**src/rtl/regfile_write_arbiter.sv**
```systemverilog
// regfile_write_arbiter
//   Shares the single register-file write port between the WB stage and an
//   auxiliary long-latency requester (mul/div, load refill). WB always wins
//   the port; aux writes wait in a small in-order queue and drain into
//   cycles where WB is idle. ID gets a pending-write lookup for interlock and
//   a bubble request when the queued head has been blocked for too long.
//
// Parameters
//   DEPTH         auxiliary queue entries (power of two, >= 2)
//   STARVE_LIMIT  blocked cycles before bubble_request asserts
//
// Ports
//   clock, reset                          clock / async active-high reset
//   wb_write_enabled/address/strobe/data  WB write request (always granted)
//   aux_valid, aux_ready                  aux write handshake
//   aux_address/strobe/data               aux write fields
//   flush                                 discard all queued aux entries
//   lookup_address, lookup_hit            ID pending-write lookup
//   bubble_request                        ask ID for one bubble
//   rf_write_enabled/address/strobe/data  register-file write port
module regfile_write_arbiter #(
  parameter int DEPTH        = 2,
  parameter int STARVE_LIMIT = 8
) (
  input  logic        clock,
  input  logic        reset,
  input  logic        wb_write_enabled,
  input  logic [4:0]  wb_write_address,
  input  logic [3:0]  wb_write_strobe,
  input  logic [31:0] wb_write_data,
  input  logic        aux_valid,
  output logic        aux_ready,
  input  logic [4:0]  aux_address,
  input  logic [3:0]  aux_strobe,
  input  logic [31:0] aux_data,
  input  logic        flush,
  input  logic [4:0]  lookup_address,
  output logic        lookup_hit,
  output logic        bubble_request,
  output logic        rf_write_enabled,
  output logic [4:0]  rf_write_address,
  output logic [3:0]  rf_write_strobe,
  output logic [31:0] rf_write_data
);

  localparam int PTR_W = $clog2(DEPTH);
  localparam int CNT_W = $clog2(DEPTH + 1);
  localparam int STV_W = $clog2(STARVE_LIMIT + 1);

  // Queue state
  logic [PTR_W-1:0] head_reg;
  logic [PTR_W-1:0] tail_reg;
  logic [CNT_W-1:0] count_reg;
  logic [CNT_W-1:0] count_next;
  logic [STV_W-1:0] starve_reg;
  logic [STV_W-1:0] starve_next;

  // Entry storage; read combinationally at the head and for lookup
  logic [4:0]  addr_mem   [DEPTH];
  logic [3:0]  strobe_mem [DEPTH];
  logic [31:0] data_mem   [DEPTH];

  logic full;
  logic empty;
  logic push;
  logic pop;
  logic [DEPTH-1:0] entry_hit;

  assign full  = (count_reg == CNT_W'(DEPTH));
  assign empty = (count_reg == '0);

  // No same-cycle credit: a pop while full does not open the queue.
  assign aux_ready = !reset && !full && !flush;

  // Writes to r0 complete the handshake but are never stored.
  assign push = aux_valid && aux_ready && (aux_address != 5'd0);

  // Head drains only into cycles WB leaves idle. The queue is empty during
  // reset, so no aux entry can reach the port then.
  assign pop = !reset && !wb_write_enabled && !empty;

  // Write port mux
  always_comb begin
    rf_write_enabled = 1'b0;
    rf_write_address = 5'd0;
    rf_write_strobe  = 4'd0;
    rf_write_data    = 32'd0;
    if (wb_write_enabled) begin
      rf_write_enabled = 1'b1;
      rf_write_address = wb_write_address;
      rf_write_strobe  = wb_write_strobe;
      rf_write_data    = wb_write_data;
    end else if (pop) begin
      rf_write_enabled = 1'b1;
      rf_write_address = addr_mem[head_reg];
      rf_write_strobe  = strobe_mem[head_reg];
      rf_write_data    = data_mem[head_reg];
    end
  end

  // An entry is live when its distance from the head is below the count;
  // pointer arithmetic wraps naturally because DEPTH is a power of two.
  genvar gi;
  generate
    for (gi = 0; gi < DEPTH; gi++) begin : g_lookup
      logic [PTR_W-1:0] offset;
      logic             live;
      assign offset        = PTR_W'(gi) - head_reg;
      assign live          = ({1'b0, offset} < {{(CNT_W-PTR_W){1'b0}}, count_reg[CNT_W-1:0]} );
      assign entry_hit[gi] = live && (addr_mem[gi] == lookup_address);
    end
  endgenerate

  assign lookup_hit     = !reset && (lookup_address != 5'd0) && (|entry_hit);
  assign bubble_request = !reset && (starve_reg == STV_W'(STARVE_LIMIT));

  always_comb begin
    count_next = count_reg;
    if (push && !pop) begin
      count_next = count_reg + CNT_W'(1);
    end else if (!push && pop) begin
      count_next = count_reg - CNT_W'(1);
    end
  end

  // Counts consecutive cycles the head is held off by WB; saturates.
  always_comb begin
    starve_next = starve_reg;
    if (pop || empty) begin
      starve_next = '0;
    end else if (wb_write_enabled && (starve_reg != STV_W'(STARVE_LIMIT))) begin
      starve_next = starve_reg + STV_W'(1);
    end
  end

  always_ff @(posedge clock or posedge reset) begin
    if (reset) begin
      head_reg   <= '0;
      tail_reg   <= '0;
      count_reg  <= '0;
      starve_reg <= '0;
    end else if (flush) begin
      // A head drained during the flush cycle has already committed on the
      // port; everything still queued is dropped.
      head_reg   <= '0;
      tail_reg   <= '0;
      count_reg  <= '0;
      starve_reg <= '0;
    end else begin
      if (push) begin
        tail_reg <= tail_reg + PTR_W'(1);
      end
      if (pop) begin
        head_reg <= head_reg + PTR_W'(1);
      end
      count_reg  <= count_next;
      starve_reg <= starve_next;
    end
  end

  // Payload storage needs no reset: liveness comes from the pointers.
  always_ff @(posedge clock) begin
    if (push) begin
      addr_mem[tail_reg]   <= aux_address;
      strobe_mem[tail_reg] <= aux_strobe;
      data_mem[tail_reg]   <= aux_data;
    end
  end

endmodule

```
**config.mk**
```make
export PLATFORM = sky130hd
export DESIGN_NAME = regfile_write_arbiter
export DESIGN_NICKNAME = d
export VERILOG_FILES = /design/src/rtl/regfile_write_arbiter.sv
export SDC_FILE = /design/constraint.sdc
export NUM_CORES = 1
export LEC_CHECK = 0
export BUFFER_PORTS_ARGS = -buffer_cell sky130_fd_sc_hd__buf_4
export CORE_ASPECT_RATIO = 1.2
export CORE_MARGIN = 2
export CORE_UTILIZATION = 35
export CTS_BUF_LIST = sky130_fd_sc_hd__clkbuf_2 sky130_fd_sc_hd__clkbuf_4 sky130_fd_sc_hd__clkbuf_8
export CTS_CLUSTER_DIAMETER = 40
export DETAILED_ROUTE_END_ITERATION = 10
export HOLD_SLACK_MARGIN = 0.1
export PLACE_DENSITY = 0.61
export RECOVER_POWER = 25
export SLEW_MARGIN = 20
export SYNTH_ARGS = -nofsm -noshare
export SYNTH_HDL_FRONTEND = slang
export SYNTH_SLANG_ARGS = --single-unit
```
**constraint.sdc**
```tcl
create_clock -name clock -period 3.1 [get_ports clock]
set_clock_uncertainty 0.2 [all_clocks]
set_input_delay 0 -clock clock [delete_from_list [all_inputs] [get_ports clock]]
set_output_delay 0 -clock clock [all_outputs]
set_load 0.05 [all_outputs]
```
After elaboration in Yosys (flattened, before gate mapping). Memory sizes are Yosys's and may differ from the RTL's. Cells that the tools add are included.

Register bits: 8. Bits in writable memories: 82. Logic and storage cells: 71. Output and inout bits: 45. Memories kept: 3.

Magnitude comparators: 2. Multiplexer cells: 20. $add $sub $neg: 7. Reductions and logical operators: 30. Equal/unequal tests: 5.

Memories: data_mem (depth 2, bits a word 32, read ports 1, clocked after memory_dff 0, write ports 1, line 61) `logic [31:0] data_mem [DEPTH];`; addr_mem (depth 2, bits a word 5, read ports 3, clocked after memory_dff 0, write ports 1, line 59) `logic [4:0] addr_mem [DEPTH];`; strobe_mem (depth 2, bits a word 4, read ports 1, clocked after memory_dff 0, write ports 1, line 60) `logic [3:0] strobe_mem [DEPTH];`.

Operator list (count): two-way mux 32 bit (2); two-way mux 4 bit (5); logical AND 1 bit (14); equality test 5 bit (2); two-way mux 5 bit (2); nonzero test 5 bit (2); two-way mux 1 bit (8); zero test 1 bit (7); two-way mux 2 bit (3); nonzero test 3 bit (2); adder 4 x 1 -> 4 bit (second input constant) (1); equality test 4 bit (second input constant) (1); < comparator 1 x 2 -> 1 bit (2); != test 4 bit (second input constant) (1); nonzero test 2 bit (2); adder 1 bit (second input constant) (2); adder 2 x 1 -> 2 bit (second input constant) (1); equality test 2 bit (second input constant) (1); zero test 2 bit (1); OR reduction 2 bit (1); subtractor 1 bit (first input constant) (2); subtractor 2 x 1 -> 2 bit (second input constant) (1); logical OR 1 bit (1).

Depth between registers and ports, before layout. Gate-level depths: netlist of the first run.

Word-level depth: 11. Mapped depth: 6. Gate-level depth less buffers: 6.

Worst setup path after synthesis of the first run. No wires, ideal clock.

Path kind: register to register. Start point: register count_reg[1]. End point: memory addr_mem[0][0] (enable). Data arrival time: 1.867 ns. Setup time: 0.395 ns. Path slack: 0.637 ns. Required time: 2.505 ns. Stages on the path, launching flop included: 6. Clock period less this slack: 2.463 ns. Buffers on the path: 1. Cell sequence: dfrtp_1 > buf_6 > nor2b_4 > nor4b_4 > nand3b_1 > inv_1.

Word-level cells in the longest chain between the ends: 8.

Ends and longest elaborated chain: start: declaration (line 53) `logic [CNT_W-1:0] count_reg;`; start signal: assignment (line 156) `count_reg <= count_next;`; equality test 2 bit (line 69) `assign full = (count_reg == CNT_W'(DEPTH));`; zero test 1 bit (line 73) `assign aux_ready = !reset && !full && !flush;`; logical AND 1 bit (2 in series) (line 73); logical AND 1 bit (2 in series) (line 76) `assign push = aux_valid && aux_ready && (aux_address != 5'd0);`; two-way mux 1 bit (line 163) `if (push) begin`; two-way mux 1 bit (not written as such) (line 164) `addr_mem[tail_reg] <= aux_address;`; end: declaration (line 59).

Every way passes these cells.

Final worst setup path of the first run.
Start point: register count_reg[1]. End point: memory addr_mem[1][4] (enable).

Same word-level chain as after synthesis.

==> summary.md, run 1 <==
Timing
• 0 — final number of max-transition violations
• 412.9 MHz — Max Clk Rate
• false — unrepaired setup endpoints after global routing
• 0.7812 — final cycle utilization of the critical path
• 0 — Final Hold Vio Count
• 681.2 ps — actual transition at the worst max-transition pin
• 0.5441 — remaining max-slew budget at the tightest pin
• 0 — final count of negative-setup-slack endpoints
• 0 ps — total negative slack
• 2422 ps — final critical path time including I/O delays and setup

Min path
• input port to output pin — worst hold path type
• wb_write_data[19] — start point of the worst hold path

Layout
• 0.5237 — final core occ
• sky130_fd_sc_hd__buf_4 — most frequent standard cell in the layout excluding fill and tap cells
• sky130_fd_sc_hd__buf_4, sky130_fd_sc_hd__edfxtp_1, sky130_fd_sc_hd__dlygate4sd3_1 — most frequent cells in the layout
• 0 — diode insertion count for antenna repair
• data_mem: 64 flops, addr_mem: 10 flops, strobe_mem: 8 flops — Regs by FF count
• 64 — max FFs per register
• 0.3333 — layout cell share with drive strength beyond 1
• 950 — fillcell total
• 572 — NumNets Final
• 45.76% — Syn-to-layout area delta
• data_mem — largest reg by FF count

Logic synthesis
• sky130_fd_sc_hd__edfxtp_1 — Post-synth top flop
• 13.50 µm² — average footprint of a synthesized cell
• 90 — flip-flop and latch count after synthesis
• 0.6683 — share of synthesized area occupied by flip-flops and latches
• 0.08889 — async set or reset register ratio after synthesis
• 389 — net count after synthesis
• 3984 µm² — post-synthesis instance area
• 82 — number of synthesized flops with an enable pin
• 0.6181 — top-area cell type share of the netlist area
• 295 — number of cells produced by synthesis
• 0 — Yosys Warn Count
• sky130_fd_sc_hd__edfxtp_1 — dominant cell type by area after synthesis
• sky130_fd_sc_hd__edfxtp_1, sky130_fd_sc_hd__mux2i_1, sky130_fd_sc_hd__o21ai_0 — Synth area leaders
• 36 — count of distinct cell types in the synthesized netlist

CTS
• done — TritonCTS clock tree
• 340 ps — clock network latency to the later pin of the worst-skew pair
• 70 ps — clock-pin slew on the worst setup and hold paths
• 90 — number of sinks driven by the clock tree
• sky130_fd_sc_hd__clkbuf_8 — master cell of the clock root buffer
• 3 — H-Tree Level Count
• 0 — total of cells resized after clock tree synthesis
• 0 — total setup buffers inserted after CTS
• 2 — Longest Clk Path Bufs
• 9 — number of buffers inserted during clock tree synthesis

Floorplan
• 137 — top-level I/O count
• 0.3593 — Starting Density
• 12260 µm² — DIE AREA
• 120.9 µm — y dimension of the die
• 42 — site row count
• 101.4 µm — chip width
• 11090 µm² — area of the core region

Detailed routing
• 14.70 µm — routed length per placed instance
• 2961 — via total after detailed routing
• 171 — drt first-iter violations
• 0 — Post-DRT Antenna Nets
• 0 — Remaining DRCs
• 4 — First-pass DRT Iterations
• 9364 µm — aggregate routed wire length
• 4.648 — vias per cell

Global route
• 3146 — vias in the first global route
• 0 — initial antenna violation count
• 0 — Remaining Overflow, GRT
• 14820 µm — first-pass GRT wire length
• 50 — maximum number of pins on one net before global-route repair
• 0.1579 — GRT Total Usage

Power and ir drop
• 431.8 nW/µm² — power density of the placed cells
• 0.002200 µW — leakage power figure
• 0.0002109 V — worst ir drop on vdd
• 2508 µW — total power

Worst setup path
• count_reg[1]$_DFFE_PP0P_ — startpoint of the most critical register-to-register path
• register — startpoint kind of the worst setup timing path
• 2270 ps — CP arrival
• register — CP endpoint kind
• count_reg[1]$_DFFE_PP0P_ — Critical path origin
• 22 — maximum net fanout on the critical path
• register to register — critical setup path kind
• 2950 ps — required time at the worst-slack endpoint

Job
• 0 — reported max-cap violation count

Place
• 0.7281 — routability congestion estimate from global placement
• 136 — Buffers on Ports
• 6441 µm — HPWL after detailed placement

Status
• finished, final reports clean — run status

==> critical path: stages (launching register included) <==
cell and delay [ps]:
sky130_fd_sc_hd__dfrtp_1 500, sky130_fd_sc_hd__nor2b_4 200, sky130_fd_sc_hd__nor4b_4 350, sky130_fd_sc_hd__and3_2 640, sky130_fd_sc_hd__buf_12 250
==> cell usage after synthesis (2+ instances only) <==
cell,number
sky130_fd_sc_hd__nand3_1,3
sky130_fd_sc_hd__nor3_1,2
sky130_fd_sc_hd__edfxtp_1,82
sky130_fd_sc_hd__inv_1,4
sky130_fd_sc_hd__nand2_1,43
sky130_fd_sc_hd__and3_2,2
sky130_fd_sc_hd__nor2_1,7
sky130_fd_sc_hd__xnor2_1,6
sky130_fd_sc_hd__dfrtp_1,8
sky130_fd_sc_hd__ha_1,2
sky130_fd_sc_hd__a21oi_1,6
sky130_fd_sc_hd__nand3b_1,2
sky130_fd_sc_hd__buf_2,5
sky130_fd_sc_hd__o21ai_0,44
sky130_fd_sc_hd__buf_6,2
sky130_fd_sc_hd__nor4_1,2
sky130_fd_sc_hd__xor2_1,8
sky130_fd_sc_hd__clkbuf_1,9
sky130_fd_sc_hd__mux2i_1,41
==> through the flow <==
step | setup WS, ps | hold slack [ps] | instance area [µm²] | instances
2_1_floorplan | 637.1 | -378.6 | 3984 | 295
3_3_place_gp | 718.4 | -152.1 | 5187 | 574
3_5_place_dp | 667.7 | -147.0 | 5187 | 574
4_1_cts | 656.7 | 145.9 | 5826 | 637
5_1_grt | 543.1 | 170.5 | 5807 | 637
6_report | 678.1 | 166.6 | 5807 | 637
==> final timing paths <==
path                                                  end  slack (ps)  cells after the start
worst min-delay path                    rf_write_data[19]         170                      4
worst max-delay path             addr_mem[1][4]$_DFFE_PP_         680                      4
worst min register to register  starve_reg[1]$_DFFE_PP0P_         360                      1
max in group asynchronous            head_reg$_DFFE_PP0P_        1790                      4
min in group asynchronous       starve_reg[2]$_DFFE_PP0P_         620                      4
worst max register to register   addr_mem[1][4]$_DFFE_PP_         680                      4
==> layout make-up <==
type / instances / area, µm² / area share
well taps: 154 / 192.7 / 0.03318
repair buffers: 188 / 1535 / 0.2644
flip-flops and latches: 90 / 2664 / 0.4587
clock buffers: 9 / 123.9 / 0.02133
inverters: 4 / 15.01 / 0.002586
multi-input cells: 185 / 1232 / 0.2122
clock inverters: 7 / 43.79 / 0.007541
==> report_power, final <==
group          leakage (µW)  switching (µW)  total [µW]  internal (µW)
Clock             0.0000767             399         686            287
Combinational       0.00127             257         458            201
Sequential         0.000853            14.2        1360           1350
==> cells by family after synthesis <==
group                    Yosys count  synth area share
AO/OA/AOI/OAI                     56           0.07663
multiplexers                      41            0.1030
buffers and inverters             20           0.02418
AND/OR/NAND/NOR                   72           0.09077
flip-flops                        90            0.6683
XOR/XNOR                          14           0.03078
adder cells (fa/ha/maj)            2          0.006280
==> metal layers <==
layer / wire, µm / part of all wire / GRT usage / up-vias
met2: 5162 / 0.55 / 0.2864 / 75
li1: - / - / - / 1453
met4: 156 / 0.017 / 0.05743 / 0
met3: 307 / 0.033 / 0.02938 / 11
met1: 3737 / 0.40 / 0.1832 / 1422
met5: 0 / 0 / 0 / -
==> what timing repair did <==
item	4_1_cts	5_1_grt
hold buffers	47	0
setup endpoints to repair	0	0
endpoints found under the hold margin	98	0
(Power assumes the default switching activity.)
==> run 2: changes to the inputs <==
--- a/config.mk
+++ b/config.mk
@@ -5,6 +5,7 @@
 export SDC_FILE = /design/constraint.sdc
 export NUM_CORES = 1
 export LEC_CHECK = 0
+export ABC_AREA = 1
 export BUFFER_PORTS_ARGS = -buffer_cell sky130_fd_sc_hd__buf_4
 export CORE_ASPECT_RATIO = 1.2
 export CORE_MARGIN = 2
@@ -13,7 +14,7 @@
 export CTS_CLUSTER_DIAMETER = 40
 export DETAILED_ROUTE_END_ITERATION = 10
 export HOLD_SLACK_MARGIN = 0.1
-export PLACE_DENSITY = 0.61
+export PLACE_DENSITY = 0.63
 export RECOVER_POWER = 25
 export SLEW_MARGIN = 20
 export SYNTH_ARGS = -nofsm -noshare
==> constraint.sdc (replaced) <==
create_clock -name clock -period 1.94 [get_ports clock]
set_clock_uncertainty 0.2 [all_clocks]
set_input_delay 0 -clock clock [delete_from_list [all_inputs] [get_ports clock]]
set_output_delay 0 -clock clock [all_outputs]
set_load 0.05 [all_outputs]
==> summary.md, run 2 <==
Floorplan
• 123.1 µm — y dimension of the die, was 120.9 µm
• 12720 µm² — DIE AREA, was 12260 µm²
• 137 — top-level I/O count, unchanged
• 43 — site row count, was 42
• 11570 µm² — area of the core region, was 11090 µm²
• 0.3578 — Starting Density, was 0.3593
• 103.3 µm — chip width, was 101.4 µm

Logic synthesis
• 34 — count of distinct cell types in the synthesized netlist, was 36
• 90 — flip-flop and latch count after synthesis, unchanged
• 82 — number of synthesized flops with an enable pin, unchanged
• sky130_fd_sc_hd__edfxtp_1 — Post-synth top flop, unchanged
• sky130_fd_sc_hd__nand2_1 — top-count cell post-synth, was sky130_fd_sc_hd__edfxtp_1
• sky130_fd_sc_hd__nand2_1, sky130_fd_sc_hd__edfxtp_1, sky130_fd_sc_hd__a21o_1, sky130_fd_sc_hd__a21oi_1, sky130_fd_sc_hd__inv_1 — commonest cells in the netlist, was sky130_fd_sc_hd__edfxtp_1, sky130_fd_sc_hd__o21ai_0, sky130_fd_sc_hd__nand2_1, sky130_fd_sc_hd__mux2i_1, sky130_fd_sc_hd__clkbuf_1
• sky130_fd_sc_hd__edfxtp_1 — dominant cell type by area after synthesis, unchanged
• 0 — Yosys Warn Count, unchanged
• 464 — net count after synthesis, was 389
• 11.19 µm² — average footprint of a synthesized cell, was 13.50 µm²
• 0.08889 — async set or reset register ratio after synthesis, unchanged
• sky130_fd_sc_hd__edfxtp_1, sky130_fd_sc_hd__nand2_1, sky130_fd_sc_hd__a21o_1 — Synth area leaders, was sky130_fd_sc_hd__edfxtp_1, sky130_fd_sc_hd__mux2i_1, sky130_fd_sc_hd__o21ai_0
• 0.5949 — top-area cell type share of the netlist area, was 0.6181
• 0.6433 — share of synthesized area occupied by flip-flops and latches, was 0.6683
• 4139 µm² — post-synthesis instance area, was 3984 µm²
• 370 — number of cells produced by synthesis, was 295

Layout
• 54.90% — Syn-to-layout area delta, was 45.76%
• sky130_fd_sc_hd__buf_4 — most frequent standard cell in the layout excluding fill and tap cells, unchanged
• 0.3584 — layout cell share with drive strength beyond 1, was 0.3333
• 64 — max FFs per register, unchanged
• 6411 µm² — Finished Cell Area, was 5807 µm²
• data_mem — largest reg by FF count, unchanged
• sky130_fd_sc_hd__buf_4, sky130_fd_sc_hd__nand2_1, sky130_fd_sc_hd__edfxtp_1 — most frequent cells in the layout, was sky130_fd_sc_hd__buf_4, sky130_fd_sc_hd__edfxtp_1, sky130_fd_sc_hd__dlygate4sd3_1
• data_mem: 64 flops, addr_mem: 10 flops, strobe_mem: 8 flops — Regs by FF count, unchanged
• 0 — diode insertion count for antenna repair, unchanged
• 0.5542 — final core occ, was 0.5237
• 661 — NumNets Final, was 572

Detailed routing
• 11070 µm — aggregate routed wire length, was 9364 µm
• 3437 — via total after detailed routing, was 2961
• 0 — Post-DRT Antenna Nets, unchanged
• 189 — drt first-iter violations, was 171
• 4 — First-pass DRT Iterations, unchanged
• 15.19 µm — routed length per placed instance, was 14.70 µm
• 0 — Remaining DRCs, unchanged
• 4.715 — vias per cell, was 4.648

Power and ir drop
• 5359 µW — total power, was 2508 µW
• 0.002817 µW — leakage power figure, was 0.002200 µW
• 0.0003962 V — worst ir drop on vdd, was 0.0002109 V
• 835.9 nW/µm² — power density of the placed cells, was 431.8 nW/µm²

Worst setup path
• output pin — CP endpoint kind, was register
• 22 — maximum net fanout on the critical path, unchanged
• sky130_fd_sc_hd__dfrtp_2 — cell with the largest stage delay on the worst path, was sky130_fd_sc_hd__and3_2
• inv_4 -> buf_12 -> nand2_1 -> a21oi_2 -> a21o_1 -> buf_4 — ordered cell list for the critical path, was nor2b_4 -> nor4b_4 -> and3_2 -> buf_12
• 1740 ps — required time at the worst-slack endpoint, was 2950 ps
• 470 ps — Crit path largest cell delay, was 640 ps
• register to output pin — critical setup path kind, was register to register
• 1700 ps — CP arrival, was 2270 ps
• register — startpoint kind of the worst setup timing path, unchanged

Global route
• 0 — initial antenna violation count, unchanged
• 0.1695 — GRT Total Usage, was 0.1579
• 45 — maximum number of pins on one net before global-route repair, was 50
• 15990 µm — first-pass GRT wire length, was 14820 µm
• 0 — Remaining Overflow, GRT, unchanged
• 3415 — vias in the first global route, was 3146

Timing
• 0.6813 — remaining max-slew budget at the tightest pin, was 0.5441
• 0 — Final Hold Vio Count, unchanged
• 0 — final number of max-transition violations, unchanged
• 0.9795 — final cycle utilization of the critical path
• 478.1 ps — actual transition at the worst max-transition pin, was 681.2 ps
• 526.3 MHz — Max Clk Rate
• 1900 ps — final critical path time including I/O delays and setup
• 0 — final count of negative-setup-slack endpoints, unchanged
• true — unrepaired setup endpoints after global routing, was false

Min path
• input port to output pin — worst hold path type, unchanged

CTS
• 90 — number of sinks driven by the clock tree, unchanged
• 3 — H-Tree Level Count, unchanged
• 2 — Longest Clk Path Bufs, unchanged
• 9 — number of buffers inserted during clock tree synthesis, unchanged
• 360 ps — clock network latency to the later pin of the worst-skew pair, was 340 ps
• 90 ps — clock-pin slew on the worst setup and hold paths, was 70 ps
• done — TritonCTS clock tree, unchanged
• sky130_fd_sc_hd__clkbuf_8 — master cell of the clock root buffer, unchanged

Place
• 6763 µm — HPWL after detailed placement, was 6441 µm
• 0.8113 — routability congestion estimate from global placement, was 0.7281
• 136 — Buffers on Ports, unchanged
• 5406 µm² — Placed Instance Area, was 5187 µm²

Status
• finished, final reports clean — run status, unchanged

Job
• 0 — reported max-cap violation count, unchanged

## run 2: cell count changes after synthesis, moves of 5 or more
cell | before | now
sky130_fd_sc_hd__a21o_1 | 0 | 36
sky130_fd_sc_hd__a21oi_1 | 6 | 35
sky130_fd_sc_hd__a21oi_2 | 0 | 9
sky130_fd_sc_hd__inv_1 | 4 | 22
sky130_fd_sc_hd__mux2i_1 | 41 | 0
sky130_fd_sc_hd__nand2_1 | 43 | 96
sky130_fd_sc_hd__nand3_1 | 3 | 8
sky130_fd_sc_hd__nor2_1 | 7 | 14
sky130_fd_sc_hd__o21ai_0 | 44 | 6
sky130_fd_sc_hd__xnor2_1 | 6 | 0
## run 2: final timing paths
check,startpoint,slack (ps),endpoint,depth (start not counted)
max,head_reg$_DFFE_PP0P_,40,rf_write_data[12],6
min,wb_write_data[1],140,rf_write_data[1],3
max reg2reg,count_reg[1]$_DFFE_PP0P_,70,addr_mem[0][1]$_DFFE_PP_,7
min reg2reg,starve_reg[3]$_DFFE_PP0P_,350,starve_reg[3]$_DFFE_PP0P_,2
max in group asynchronous,reset,670,head_reg$_DFFE_PP0P_,4
min in group asynchronous,reset,590,count_reg[0]$_DFFE_PP0P_,4
## run 2: final cells by class
cell class / count / area, µm²
Timing Repair Buffer: 204 / 1872
Inverter: 23 / 92.59
Fill cell: 1009 / 5156
Sequential cell: 90 / 2665
Clock buffer: 9 / 123.9
Multi-Input combinational cell: 239 / 1360
Tap cell: 157 / 196.4
Clock inverter: 7 / 101.3
## run 2: through the flow
stage / setup TNS [ps] / hold WS (ps) / setup slack (ps) / instances
after CTS: -3.775 / 137.3 / -3.775 / 719
after detailed placement: 0 / -173.9 / 149.0 / 654
after global placement: 0 / -163.4 / 192.9 / 654
final: 0 / 143.9 / 39.84 / 729
after floorplan: -7176 / -376.3 / -87.51 / 370
after global routing: -406.1 / 152.5 / -44.30 / 729
## run 2: kinds of logic after synthesis
family          count (synthesis)  share of synthesized area
flops                          90                     0.6433
buf+inv                        41                    0.04504
simple gates                  137                     0.1424
compound gates                 94                     0.1505
fa+ha+maj                       2                   0.006045
xor+xnor                        6                    0.01270
## run 2: timing repair
action                     in CTS  in global routing
hold buffers                   46                  0
gates cloned                    2                  4
hold endpoints to repair       98                  0
setup endpoints to repair      37                 58
gates resized for setup         7                 33
pin swaps                       0                  2
buffers inserted                1                  6
## run 2: power by group
| part | switching [µW] | total, µW | internal [µW] |
|---|---|---|---|
| clock network | 679 | 1410 | 736 |
| logic | 974 | 1680 | 702 |
| registers | 54.6 | 2270 | 2210 |
## run 2: metal layers
metal	global-route usage	vias up	share of wire
met3	0.03561	23	0.051
met1	0.1907	1627	0.38
li1	-	1681	-
met5	0	-	0
met2	0.3056	106	0.53
met4	0.07401	0	0.032
## run 2: critical path: cells and delay by family (launching register included)
family	cells	cell delay, ps
AOI/OAI and AO/OA	2	290
buffers and inverters	3	490
DFF	1	470
and+or+nand+nor	1	80
